$ cat config.mk
export PLATFORM = sky130hd
export DESIGN_NAME = uart_tx_arb
export DESIGN_NICKNAME = d
export VERILOG_FILES = /design/src/rtl/uart_tx_arb.sv
export SDC_FILE = /design/constraint.sdc
export NUM_CORES = 1
export LEC_CHECK = 0
export ABC_AREA = 1
export ABC_CLOCK_PERIOD_IN_PS = 3400
export BUFFER_PORTS_ARGS = -buffer_cell sky130_fd_sc_hd__buf_2
export CAP_MARGIN = 25
export CORE_AREA = 2 2 59 61
export DETAILED_ROUTE_END_ITERATION = 16
export DIE_AREA = 0 0 61 63
export HOLD_SLACK_MARGIN = 0.02
export PLACE_DENSITY = 0.71
export SLEW_MARGIN = 20
export SYNTH_ARGS = -nofsm -noshare
export SYNTH_HDL_FRONTEND = slang
export SYNTH_SLANG_ARGS = --single-unit
$ cat constraint.sdc
create_clock -name clk -period 3.4 [get_ports clk]
set_clock_uncertainty 0.05 [all_clocks]
set_input_delay 0.17 -clock clk [delete_from_list [all_inputs] [get_ports clk]]
set_output_delay 0.17 -clock clk [all_outputs]
set_load 0.01 [all_outputs]
$ cat src/rtl/uart_tx_arb.sv
// uart_tx_arb: round-robin arbiter for the byte-write channel of one UART transmitter.
//
// Up to NREQ byte producers compete for the channel. When the arbiter is idle it picks one
// requester and grants it for a burst of up to BURST accepted bytes. It then returns to
// arbitration, and priority rotates to the next index. The downstream valid/ready/data
// handshake is passed through combinationally from the granted requester. Nothing is buffered.
//
// Optional feature (macro UART_ARB_TAG_EN): an HDR state is placed between ARB and GRANT.
// In HDR the arbiter sends one tag byte, TAG_BASE + grant index, ahead of each burst.
//
// Ports:
//   clk          system clock
//   rstn         asynchronous active-low reset
//   i_req_valid  per-requester byte valid
//   o_req_ready  per-requester byte accepted (only the granted index can be high)
//   i_req_data   packed bytes; requester k at [k*DLEN +: DLEN]
//   o_wvalid     to transmitter i_wvalid
//   i_wready     from transmitter o_wready
//   o_wdata      to transmitter i_wdata
//   o_grant      registered one-hot grant, zero while arbitrating
//   o_busy       high in any state other than ARB
module uart_tx_arb #(
    parameter int              NREQ     = 4,
    parameter int              DLEN     = 8,
    parameter int              BURST    = 4,
    parameter logic [DLEN-1:0] TAG_BASE = 8'hA0
) (
    input  logic                 clk,
    input  logic                 rstn,
    input  logic [NREQ-1:0]      i_req_valid,
    output logic [NREQ-1:0]      o_req_ready,
    input  logic [NREQ*DLEN-1:0] i_req_data,
    output logic                 o_wvalid,
    input  logic                 i_wready,
    output logic [DLEN-1:0]      o_wdata,
    output logic [NREQ-1:0]      o_grant,
    output logic                 o_busy
);

    localparam int            IW    = (NREQ > 1) ? $clog2(NREQ) : 1;
    localparam int            BW    = $clog2(BURST) + 1;
    localparam logic [IW-1:0] LAST  = IW'(NREQ - 1);
    localparam logic [BW-1:0] BLAST = BW'(BURST - 1);

`ifdef UART_ARB_TAG_EN
    typedef enum logic [1:0] {ARB = 2'd0, GRANT = 2'd1, HDR = 2'd2} state_t;
`else
    typedef enum logic [1:0] {ARB = 2'd0, GRANT = 2'd1} state_t;
    logic [DLEN-1:0] unused_tag;
    assign unused_tag = TAG_BASE;
`endif

    state_t          state, state_n;
    logic [NREQ-1:0] gnt, gnt_n;
    logic [IW-1:0]   gidx, gidx_n;   // binary index of the current grant
    logic [IW-1:0]   ptr, ptr_n;     // first index scanned in ARB
    logic [BW-1:0]   bct, bct_n;     // bytes accepted in the current burst
    logic [IW-1:0]   scan, pick, ptr_rot;
    logic            hit;

    // Priority moves to the index just after the requester being released.
    assign ptr_rot = (gidx == LAST) ? '0 : gidx + IW'(1);
    assign o_grant = gnt;

    always_comb begin
        state_n     = state;
        gnt_n       = gnt;
        gidx_n      = gidx;
        ptr_n       = ptr;
        bct_n       = bct;
        o_wvalid    = 1'b0;
        o_wdata     = '0;
        o_req_ready = '0;
        o_busy      = 1'b0;
        hit         = 1'b0;
        pick        = '0;
        scan        = '0;

        // Rotating scan: the first valid requester at or after ptr wins.
        for (int i = 0; i < NREQ; i++) begin
            scan = IW'((int'(ptr) + i) % NREQ);
            if (!hit && i_req_valid[scan]) begin
                hit  = 1'b1;
                pick = scan;
            end
        end

        case (state)
            ARB: begin
                if (hit) begin
                    gnt_n       = '0;
                    gnt_n[pick] = 1'b1;
                    gidx_n      = pick;
                    bct_n       = '0;
`ifdef UART_ARB_TAG_EN
                    state_n     = HDR;
`else
                    state_n     = GRANT;
`endif
                end
            end
`ifdef UART_ARB_TAG_EN
            // The tag is always sent once it starts, so a valid byte is never withdrawn.
            HDR: begin
                o_busy   = 1'b1;
                o_wvalid = 1'b1;
                o_wdata  = TAG_BASE + DLEN'(gidx);
                if (i_wready) begin
                    state_n = GRANT;
                    bct_n   = '0;
                end
            end
`endif
            GRANT: begin
                o_busy             = 1'b1;
                o_wvalid           = i_req_valid[gidx];
                o_wdata            = i_req_data[int'(gidx)*DLEN +: DLEN];
                o_req_ready[gidx]  = i_wready;
                // Release only when no byte is pending, or when the last byte of the burst is taken.
                if (!i_req_valid[gidx] || (i_wready && bct == BLAST)) begin
                    state_n = ARB;
                    ptr_n   = ptr_rot;
                    bct_n   = '0;
                    gnt_n   = '0;
                end else if (i_wready) begin
                    bct_n = bct + BW'(1);
                end
            end
            default: begin
                state_n = ARB;
                gnt_n   = '0;
                gidx_n  = '0;
                ptr_n   = '0;
                bct_n   = '0;
            end
        endcase
    end

    always_ff @(posedge clk or negedge rstn) begin
        if (!rstn) begin
            state <= ARB;
            gnt   <= '0;
            gidx  <= '0;
            ptr   <= '0;
            bct   <= '0;
        end else begin
            state <= state_n;
            gnt   <= gnt_n;
            gidx  <= gidx_n;
            ptr   <= ptr_n;
            bct   <= bct_n;
        end
    end

endmodule

; Word level (Yosys, flattened, before mapping)
; Index checks and enable logic that the tools add are counted.
[op_classes]
addsub = 5
magnitude_cmp = 8
n_eq_ne = 6
shift = 1
muxes = 41
bitwise = 3
reduce_logical = 16
[op_table]
columns = op, n
row1 = 32-bit by 6-bit indexed part select with 8-bit output, 1
row2 = "2-bit by 3-bit < comparator with 1-bit output, second input constant", 6
row3 = 2-bit two-way mux, 9
row4 = 1-bit two-way mux, 13
row5 = 4-bit two-way mux, 3
row6 = 2-bit case mux with 2 select lines, 3
row7 = 1-bit binary-select mux with 2-bit select, 5
row8 = 3-bit two-way mux, 3
row9 = 8-bit two-way mux, 1
row10 = 4-bit case mux with 2 select lines, 1
row11 = 2-bit AND reduction, 4
row12 = 1-bit logical AND, 6
row13 = 3-bit case mux with 2 select lines, 1
row14 = "2-bit by 1-bit adder with 2-bit output, second input constant", 2
row15 = "2-bit adder, second input constant", 2
row16 = 4-bit bitwise AND, 1
row17 = 1-bit demux with 2-bit select, 2
row18 = "2-bit by 1-bit >= comparator with 1-bit output, second input constant", 2
row19 = 1-bit zero test, 4
row20 = "2-bit inequality test, second input constant", 2
row21 = "3-bit by 1-bit adder with 3-bit output, second input constant", 1
row22 = "3-bit by 2-bit == test with 1-bit output, second input constant", 1
row23 = "3-bit inequality test, second input constant", 1
row24 = "2-bit by 1-bit == test with 1-bit output, second input constant", 1
row25 = other kinds (4), 5
[word_totals]
register_bits = 13

; Depth between registers and ports, before layout
; Gate-level depths: netlist of run 1.
[depth]
word_depth = 18
ltp_mapped = 11

; Worst setup path after synthesis of run 1
; No wires, ideal clock.
[synth_timing]
path_type = reg-to-output
startpoint = register gidx[0]
endpoint = output o_req_ready[0]
t_arrival_ps = 1371
setup_slack_ps = 1809
stages_incl_launch_ff = 7
n_path_buf = 2
cell_sequence = dfrtp_1 -> buf_2 -> inv_1 -> clkbuf_1 -> ha_1 -> inv_1 -> nor2_1
[synth_via]
elab_chain_len = 6
word_cells_on_any_way = 7
[synth_lines]
columns = element, line_no
row1 = start: declaration, 55  ; logic [IW-1:0] gidx, gidx_n;
row2 = start signal: assignment, 149  ; gidx <= gidx_n;
row3 = 2-bit by 3-bit < comparator with 1-bit output (not written as such) or 2-bit by 1-bit >= comparator with 1-bit output (tied branches), 118  ; o_req_ready[gidx] = i_wready;
row4 = 1-bit logical AND (not written as such), 118
row5 = 1-bit two-way mux (not written as such), 118
row6 = 1-bit demux with 2-bit select *, 118
row7 = 4-bit bitwise AND (no source line) *, n/a
row8 = 4-bit two-way mux *, 88  ; case (state)
row9 = end: declaration, 31  ; output logic [NREQ-1:0] o_req_ready,
; Mark *: on every way between the ends. The rest lies on a longest branch, timed or not.

; Worst setup path after layout of run 1
; Same ends and word-level chain as after synthesis.

==> flow_summary.yaml, run 1 <==
status:
  outcome: "finished, final reports clean"
placed_design:
  gp_congestion: 0.782
  numPortBuffers: 56
  pre_cts_ws_ns: 1.46
  dp_hpwl_um: 2500
routing:
  drc: 0
  drt_wl_total_um: 3210
  firstDrtPassIters: 4
  wl_per_cell_um: 10.7
  drt_iter0_drc: 137
  antenna_left: 0
  vias: 1447
  via_per_inst: 4.84
cells_and_area:
  fin_nets: 299
  area_delta_synth_final_pct: 26.3
  utilization: 0.489
  antennaDiodeCount: 0
  drive_gt1_frac: 0.296
worst_setup_path:
  r2r_setup_slack_ns: 1.47
  crit_type: "reg -> out"
  worstPathMaxFanout: 24
  endpoint_kind: "output port"
  required_ns: 3.18
  r2r_end: "ptr[1]$_DFFE_PN0P_"
  startpoint_type: "register"
  ff2ff_path_depth: 4
  arrival_ns: 2.03
  reg2reg_from: "gidx[0]$_DFFE_PN0P_"
sta:
  worst_slew_pin_slew_ns: 0.703
  period_needed_ns: 2.25
  slew_violations: 0
  timing.final.crit_share: 0.660
  grt_setup_unrepaired: "false"
  relSlewSlack: 0.531
  maxClockFrequency_mhz: 445
  hold_viol: 0
  setup_tns_ns: 0
  finalSetupViolCount: 0
  holdWs_ns: 0.212
  fin_ws_ns: 1.15
yosys:
  synth_top_cell_by_area: "dfrtp_1"
  syn_area_sq_um: 1250
  ys_ff_latch: 12
  synth-edff-count: 0
  ys_warn_count: 0
  syn_area_per_cell_sq_um: 6.25
  yosysSeqAreaShare: 0.240
  async_flop_share: 1.00
  yosysMostFrequentCell: "nor2_1"
  synth_flop_cell: "dfrtp_1"
  synth_nets: 245
  synth.top_cell.area_share: 0.240
  synthTopCellsByCount: "39 x nor2_1, 37 x nand2_1, 24 x o21ai_0"
  synth_cell_types: 23
  netlist_instances: 200
  synth_area_leaders: "dfrtp_1 24%, nor2_1 12%, nand2_1 11%"
global_routing:
  overflow: 0
  antenna_found_initial: 0
  grt_first_pass_wirelength_um: 5130
  track_usage: 0.167
  grt_max_degree: 25
  grt_pass1_vias: 1249
clock_network:
  clockBufferDepth: 2
  h-tree-depth: 1
  clockRootBuffer: "clkbuf_4"
  cts_made_buffers: 3
  tritoncts: "yes"
  clock_sinks: 12
  clock_latency_ns: 0.27
  clk_pin_slew_ns: 0.08
pwr:
  powerDensity_nw_per_um2: 910
  p_leak_nw: 0.889
  power_mw: 1.44
  ir_drop_mv: 0.402
floorplanning:
  die_h_um: 63
  start_util: 0.387
  io_pins: 57
  die_x_um: 61
  dieArea_sq_um: 3840
  core_area_sq_um: 3230
  rows: 21
run:
  maxCapViolations: 0
hold_path:
  min_from: "i_wready"
  hp-class: "in -> reg"
  whs_path_depth: 4
  hold_end: "state[0]$_DFFE_PN0P_"
-- sequential cells by signal, indices dropped and copies added, names as in the netlist --
| signal | count |
|---|---|
| o_grant | 4 |
| gidx | 2 |
| ptr | 2 |
| state | 1 |
| bct | 3 |
-- power by group --
| group | leakage [nW] | switching [mW] | internal [mW] | total, mW |
|---|---|---|---|---|
| Combinational | 0.714 | 0.642 | 0.374 | 1.02 |
| Clock | 0.0210 | 0.0469 | 0.0651 | 0.112 |
| Sequential | 0.155 | 0.112 | 0.197 | 0.309 |
| Total | 0.889 | 0.801 | 0.636 | 1.44 |
-- cell families after synthesis --
kind of cell / Yosys count / synth area share
buffers and inverters: 30 / 0.110
AOI/OAI and AO/OA: 39 / 0.157
and+or+nand+nor: 113 / 0.432
adders and majority gates: 6 / 0.0601
DFF: 12 / 0.240
-- critical path: stages, from the launching register on --
cell and delay (ns):
dfrtp_1 0.80, inv_1 0.42, ha_1 0.32, inv_1 0.05, nor2_1 0.04, buf_2 0.13
-- through the flow --
step / cell area, sq um / cells
4_1_cts: 1580 / 299
3_3_place_gp: 1530 / 294
6_report: 1580 / 299
2_1_floorplan: 1250 / 200
3_5_place_dp: 1530 / 294
5_1_grt: 1580 / 299
-- layout make-up --
cell class	count	area (sq um)
multi-input combinational	158	812
inverter	22	82.6
sequential	12	300
clock buffer	4	36.3
tap	46	57.6
fill	346	1650
timing repair buffer	57	290
-- per-layer routing --
metal	wire, um	share of wire	GRT usage	up-vias
li1	-	-	-	753
met1	1450	0.45	0.232	635
met2	1500	0.47	0.270	57
met3	257	0.080	0.0186	2
met4	4	0.0012	0.0408	0
met5	0	0	0	-
-- repair_timing --
item	CTS	global route
endpoints found under the setup margin	0	0
hold endpoints to repair	12	0
hold buffers	1	0
setup buffers	0	0
gates resized for setup	0	0
-- how the worst max path moves through the flow --
stage                        startpoint              to  cells after the start
detailed placement  gidx[0]$_DFFE_PN0P_  o_req_ready[0]                      5
global route        gidx[0]$_DFFE_PN0P_      o_wdata[7]                      4
global placement    gidx[0]$_DFFE_PN0P_  o_req_ready[0]                      5
floorplan           gidx[0]$_DFFE_PN0P_  o_req_ready[0]                      6
CTS                 gidx[0]$_DFFE_PN0P_  o_req_ready[0]                      5
finish              gidx[0]$_DFFE_PN0P_  o_req_ready[0]                      5
-- placed cells by master (no fill, tap or decap) --
cell type	n
inv_2	3
o21ai_0	24
buf_2	56
nand2_4	2
a31oi_1	1
dlygate4sd3_1	1
inv_1	19
nand4_1	2
nand2_2	6
nand3_2	2
nor2_8	1
nand3b_1	2
nand2_1	37
nand3_1	19
clkbuf_4	3
and2_1	2
dfrtp_1	12
o21ai_1	3
ha_1	6
nand3b_4	1
a21oi_1	11
nor2_1	39
clkbuf_8	1
(Power assumes the default switching activity.)
==> run 2: changes to the inputs <==
Settings changed: ABC_AREA 1 to 0, ABC_CLOCK_PERIOD_IN_PS 3400 to 2000, CORE_AREA 2 2 59 61 to 2 2 54 56, DIE_AREA 0 0 61 63 to 0 0 56 58, PLACE_DENSITY 0.71 to 0.74.
Clock period 3.4 ns to 2 ns, I/O delays scaled along.
==> flow_summary.yaml, run 2 <==
status:
  outcome: "finished, final reports clean"
pwr:
  clockPowerShare: 0.110
  ir_drop_mv: 0.656
  p_leak_nw: 0.724
  swShare: 0.414
  powerDensity_nw_per_um2: 1330
  power_frac_comb: 0.623
  power_mw: 1.77
  switchingPower_mw: 0.734
  seqPwrFrac: 0.267
  p_int_mw: 1.04
cells_and_area:
  fill_cells: 253
  ff_latch_area_sq_um: 300
  antennaDiodeCount: 0
  multi_input_area_sq_um: 629
  final_cell_mix: "56 x buf_2, 12 x dfrtp_1, 9 x mux4_2, 8 x and2_1"
  fin_nets: 193
  largest_reg_flops: 4
  area_delta_synth_final_pct: 36.7
  final_common_cell: "buf_2"
  final_cell_area_sq_um: 1340
  drive_gt1_frac: 0.537
yosys:
  synthTopCellsByCount: "12 x dfrtp_1, 9 x mux4_2, 8 x and2_1"
  yosysMostFrequentCell: "dfrtp_1"
  synth_top_family_by_area: "multiplexers"
  synthAdderAreaFrac: 0.0768
  synthXorXnorAreaFrac: 0
  synth_mux_area_frac: 0.286
  synth_top_cell_by_area: "dfrtp_1"
  syn_area_sq_um: 977
  synth_cell_types: 30
  synth.top_cell.area_share: 0.307
  yosys.area_share.simple: 0.136
  synth-compound-area-share: 0.146
  synth-edff-count: 0
  ys_warn_count: 0
  synth_area_leaders: "dfrtp_1 31%, mux4_2 21%, ha_1 7.7%"
  synth_flop_cell: "dfrtp_1"
  syn_area_per_cell_sq_um: 11.0
  ys_ff_latch: 12
  netlist_instances: 89
  synth_nets: 134
  yosysSeqAreaShare: 0.307
  async_flop_share: 1.00
sta:
  fin_ws_ns: 0.126
  slew_violations: 0
  grt_setup_unrepaired: "false"
  timing.final.crit_share: 0.937
  maxClockFrequency_mhz: 534
  relSlewSlack: 0.635
  finalSetupViolCount: 0
  setup_tns_ns: 0
  worst_slew_pin_slew_ns: 0.534
  hold_viol: 0
  period_needed_ns: 1.87
global_routing:
  grt_pass1_vias: 1023
  grt_max_degree: 20
  grt_first_pass_wirelength_um: 4360
  overflow: 0
  antenna_found_initial: 0
  track_usage: 0.168
routing:
  drc: 0
  via_per_inst: 5.40
  firstDrtPassIters: 4
  antenna_left: 0
  wl_per_cell_um: 14.1
  drt_wl_total_um: 2510
  drt_iter0_drc: 14
  vias: 961
worst_setup_path:
  cp.depth: 4
  slowest_stage: "mux4_2"
  path_cells: "buf_4, mux4_2, and2_1, buf_2"
  crit_buf_inv: 2
  crit_path_max_incr_delay_ns: 0.51
  arrival_ns: 1.72
  startpoint_type: "register"
  endpoint_kind: "output port"
  cp_top_family: "multiplexers"
  crit_type: "reg -> out"
  ff2ff_path_depth: 4
  required_ns: 1.85
  worstPathMaxFanout: 12
clock_network:
  clock_latency_ns: 0.27
  clock_sinks: 12
  postCtsSetupBuffers: 0
  tritoncts: "yes"
  clk_pin_slew_ns: 0.08
  cts_made_buffers: 3
  h-tree-depth: 1
  clockBufferDepth: 2
  clockRootBuffer: "clkbuf_4"
floorplanning:
  die_x_um: 56
  core_area_sq_um: 2660
  die_h_um: 58
  dieArea_sq_um: 3250
  start_util: 0.367
  io_pins: 57
  rows: 19
placed_design:
  dp_hpwl_um: 2020
  pre_cts_ws_ns: 0.360
  numPortBuffers: 56
  gp_congestion: 0.759
  placed_cell_area_sq_um: 1290
hold_path:
  hp-class: "in -> async"
run:
  maxCapViolations: 0
-- run 2: cell count changes in the layout (fill, tap and decap cells not counted), moves of 3 or more --
cell	previous run	this run
mux4_2	0	9
nand3_1	19	1
and2_1	2	8
nand2_2	6	1
o21ai_1	3	0
mux2_2	0	3
inv_1	19	6
o21ai_0	24	2
and3_1	0	5
a21oi_1	11	2
nand2_1	37	6
nor2_1	39	3
-- run 2: worst register-to-register path, delay by kind of cell (launching register included) --
kind / cells / cell delay [ns]
compound gates: 2 / 0.64
buf+inv: 1 / 0.20
mux: 1 / 0.36
flops: 1 / 0.36
-- run 2: final cells by class --
class	count	area share
multi-input cells	65	0.471
clock buffers	4	0.0272
repair buffers	59	0.228
well taps	31	0.0290
inverters	7	0.0197
flip-flops and latches	12	0.225
-- run 2: timing repair --
action,in CTS,in global routing
endpoints found under the setup margin,0,0
resized for setup,0,0
hold buffers,1,0
endpoints found under the hold margin,12,0
-- run 2: path summary, 6_finish.rpt --
kind | to | slack, ns | from
min in group clk | state[0]$_DFFE_PN0P_ | 0.19 | i_req_valid[3]
worst min-delay path | gidx[0]$_DFFE_PN0P_ | 0.18 | rstn
worst max-delay path | o_wdata[1] | 0.13 | gidx[0]$_DFFE_PN0P_
max in group asynchronous | bct[2]$_DFFE_PN0P_ | 1.50 | rstn
worst min register to register | bct[2]$_DFFE_PN0P_ | 0.45 | bct[2]$_DFFE_PN0P_
worst max register to register | ptr[0]$_DFFE_PN0P_ | 0.33 | gidx[1]$_DFFE_PN0P_
-- run 2: cell families after synthesis --
kind of cell,after synthesis
and+or+nand+nor,25
AOI/OAI and AO/OA,18
muxes,16
buffers and inverters,12
DFF,12
adders and majority gates,6
-- run 2: metal layers --
layer  up-vias  global-route usage  share of wire
met5         -                   0              0
met4         0              0.0680          0.012
met3         4              0.0424          0.095
met2        51               0.323           0.49
met1       455               0.174           0.40
li1        451                   -              -
-- run 2: power by group through the flow --
| stage | Combinational (mW) | Clock (mW) | Sequential [mW] |
|---|---|---|---|
| after global routing | 1.22 | 0.211 | 0.493 |
| final | 1.10 | 0.195 | 0.473 |
| after floorplan | 0.797 | 0 | 0.436 |
| after CTS | 1.12 | 0.198 | 0.473 |
| after detailed placement | 1.11 | 0 | 0.477 |
| after global placement | 1.08 | 0 | 0.470 |
-- run 2: stage by stage --
step | util | std cells | hold WS, ns
finish | 0.502 | 178 | 0.183
global route | 0.502 | 178 | 0.189
CTS | 0.502 | 178 | 0.182
detailed placement | 0.484 | 173 | -0.0559
global placement | 0.484 | 173 | -0.0616
floorplan | - | 89 | -0.246
==> run 3: changes to the inputs <==
Settings changed: MAX_ROUTING_LAYER set to met4.
==> flow_summary.yaml, run 3 (same netlist as run 2, synthesis figures left out) <==
cells_and_area:
  area_delta_synth_final_pct: 36.7
  utilization: 0.502
  multi_input_area_sq_um: 629
  ff_latch_area_sq_um: 300
  drive_gt1_frac: 0.537
  antennaDiodeCount: 0
  fill_cells: 253
  fin_nets: 193
  final_cell_area_sq_um: 1340
  final_cell_mix: "56 x buf_2, 12 x dfrtp_1, 9 x mux4_2, 8 x and2_1"
  largest_reg_flops: 4
  final_common_cell: "buf_2"
sta:
  slew_violations: 0
  worst_slew_pin_slew_ns: 0.534
  relSlewSlack: 0.635
  finalSetupViolCount: 0
  hold_viol: 0
  period_needed_ns: 1.87
  setup_tns_ns: 0
  maxClockFrequency_mhz: 534
  timing.final.crit_share: 0.937
  grt_setup_unrepaired: "false"
routing:
  vias: 958
  drt_iter0_drc: 14
  drt_wl_total_um: 2510
  firstDrtPassIters: 4
  via_per_inst: 5.38
  antenna_left: 0
  wl_per_cell_um: 14.1
  drc: 0
pwr:
  seqPwrFrac: 0.267
  powerDensity_nw_per_um2: 1330
  clockPowerShare: 0.110
  switchingPower_mw: 0.735
  p_leak_nw: 0.724
  p_int_mw: 1.04
  swShare: 0.414
  power_frac_comb: 0.623
  ir_drop_mv: 0.656
floorplanning:
  die_x_um: 56
  start_util: 0.367
  core_area_sq_um: 2660
  die_h_um: 58
  dieArea_sq_um: 3250
  io_pins: 57
  rows: 19
run:
  maxCapViolations: 0
clock_network:
  clock_latency_ns: 0.27
  clockBufferDepth: 2
  clockRootBuffer: "clkbuf_4"
  postCtsSetupBuffers: 0
  h-tree-depth: 1
  clock_sinks: 12
  tritoncts: "yes"
  cts_made_buffers: 3
  clk_pin_slew_ns: 0.08
worst_setup_path:
  crit_path_max_incr_delay_ns: 0.51
  arrival_ns: 1.72
  endpoint_kind: "output port"
  crit_type: "reg -> out"
  startpoint_type: "register"
  worstPathMaxFanout: 12
  slowest_stage: "mux4_2"
  r2r_end: "ptr[0]$_DFFE_PN0P_"
  ff2ff_path_depth: 4
  cp.depth: 4
  crit_path_start: "gidx[0]$_DFFE_PN0P_"
  required_ns: 1.85
  r2r_setup_slack_ns: 0.33
  cp_top_family: "multiplexers"
  crit_buf_inv: 2
  path_cells: "buf_4, mux4_2, and2_1, buf_2"
  reg2reg_from: "gidx[1]$_DFFE_PN0P_"
  cp-endpoint: "o_wdata[1]"
global_routing:
  overflow: 0
  antenna_found_initial: 0
  track_usage: 0.173
  grt_pass1_vias: 1021
  grt_max_degree: 20
  grt_first_pass_wirelength_um: 4370
status:
  outcome: "finished, final reports clean"
placed_design:
  placed_cell_area_sq_um: 1290
  numPortBuffers: 56
  dp_hpwl_um: 2020
  gp_congestion: 0.769
hold_path:
  hp-class: "in -> async"
run 3: final cells by class:
type,instances,area share
inverters,7,0.0197
clock buffers,4,0.0272
flip-flops and latches,12,0.225
repair buffers,59,0.228
well taps,31,0.0290
multi-input cells,65,0.471
run 3: what timing repair did:
| action | CTS | global route |
|---|---|---|
| hold buffers | 1 | 0 |
| endpoints found under the hold margin | 12 | 0 |
| gates resized for setup | 0 | 0 |
run 3: metal layers:
metal | vias to the layer above | share of wire | global-route usage
met1 | 452 | 0.40 | 0.173
met4 | 0 | 0.012 | 0.0680
li1 | 451 | - | -
met3 | 4 | 0.096 | 0.0446
met5 | - | 0 | -
met2 | 51 | 0.49 | 0.323
run 3: per-stage QoR:
stage	cells	hold WS, ns	worst slack (ns)	power [mW]
floorplan	89	-0.246	0.365	1.23
global placement	173	-0.0616	0.410	1.55
detailed placement	173	-0.0559	0.360	1.59
CTS	178	0.182	0.108	1.79
global route	178	0.189	0.0364	1.93
finish	178	0.183	0.126	1.77
run 3: how the worst min path moves through the flow:
stage,from,to,slack (ns),cells after the start
2_1_floorplan,rstn,bct[0]$_DFFE_PN0P_,-0.25,0
3_3_place_gp,rstn,bct[2]$_DFFE_PN0P_,-0.06,1
3_5_place_dp,rstn,o_grant[1]$_DFFE_PN0P_,-0.06,1
4_1_cts,rstn,o_grant[1]$_DFFE_PN0P_,0.18,2
5_1_grt,rstn,o_grant[2]$_DFFE_PN0P_,0.19,2
6_report,rstn,gidx[0]$_DFFE_PN0P_,0.18,2
run 3: power groups by stage:
| stage | registers [mW] | logic [mW] | clock network [mW] |
|---|---|---|---|
| 2_1_floorplan | 0.436 | 0.797 | 0 |
| 5_1_grt | 0.493 | 1.22 | 0.211 |
| 3_3_place_gp | 0.470 | 1.08 | 0 |
| 6_report | 0.473 | 1.11 | 0.195 |
| 3_5_place_dp | 0.477 | 1.11 | 0 |
| 4_1_cts | 0.473 | 1.12 | 0.198 |
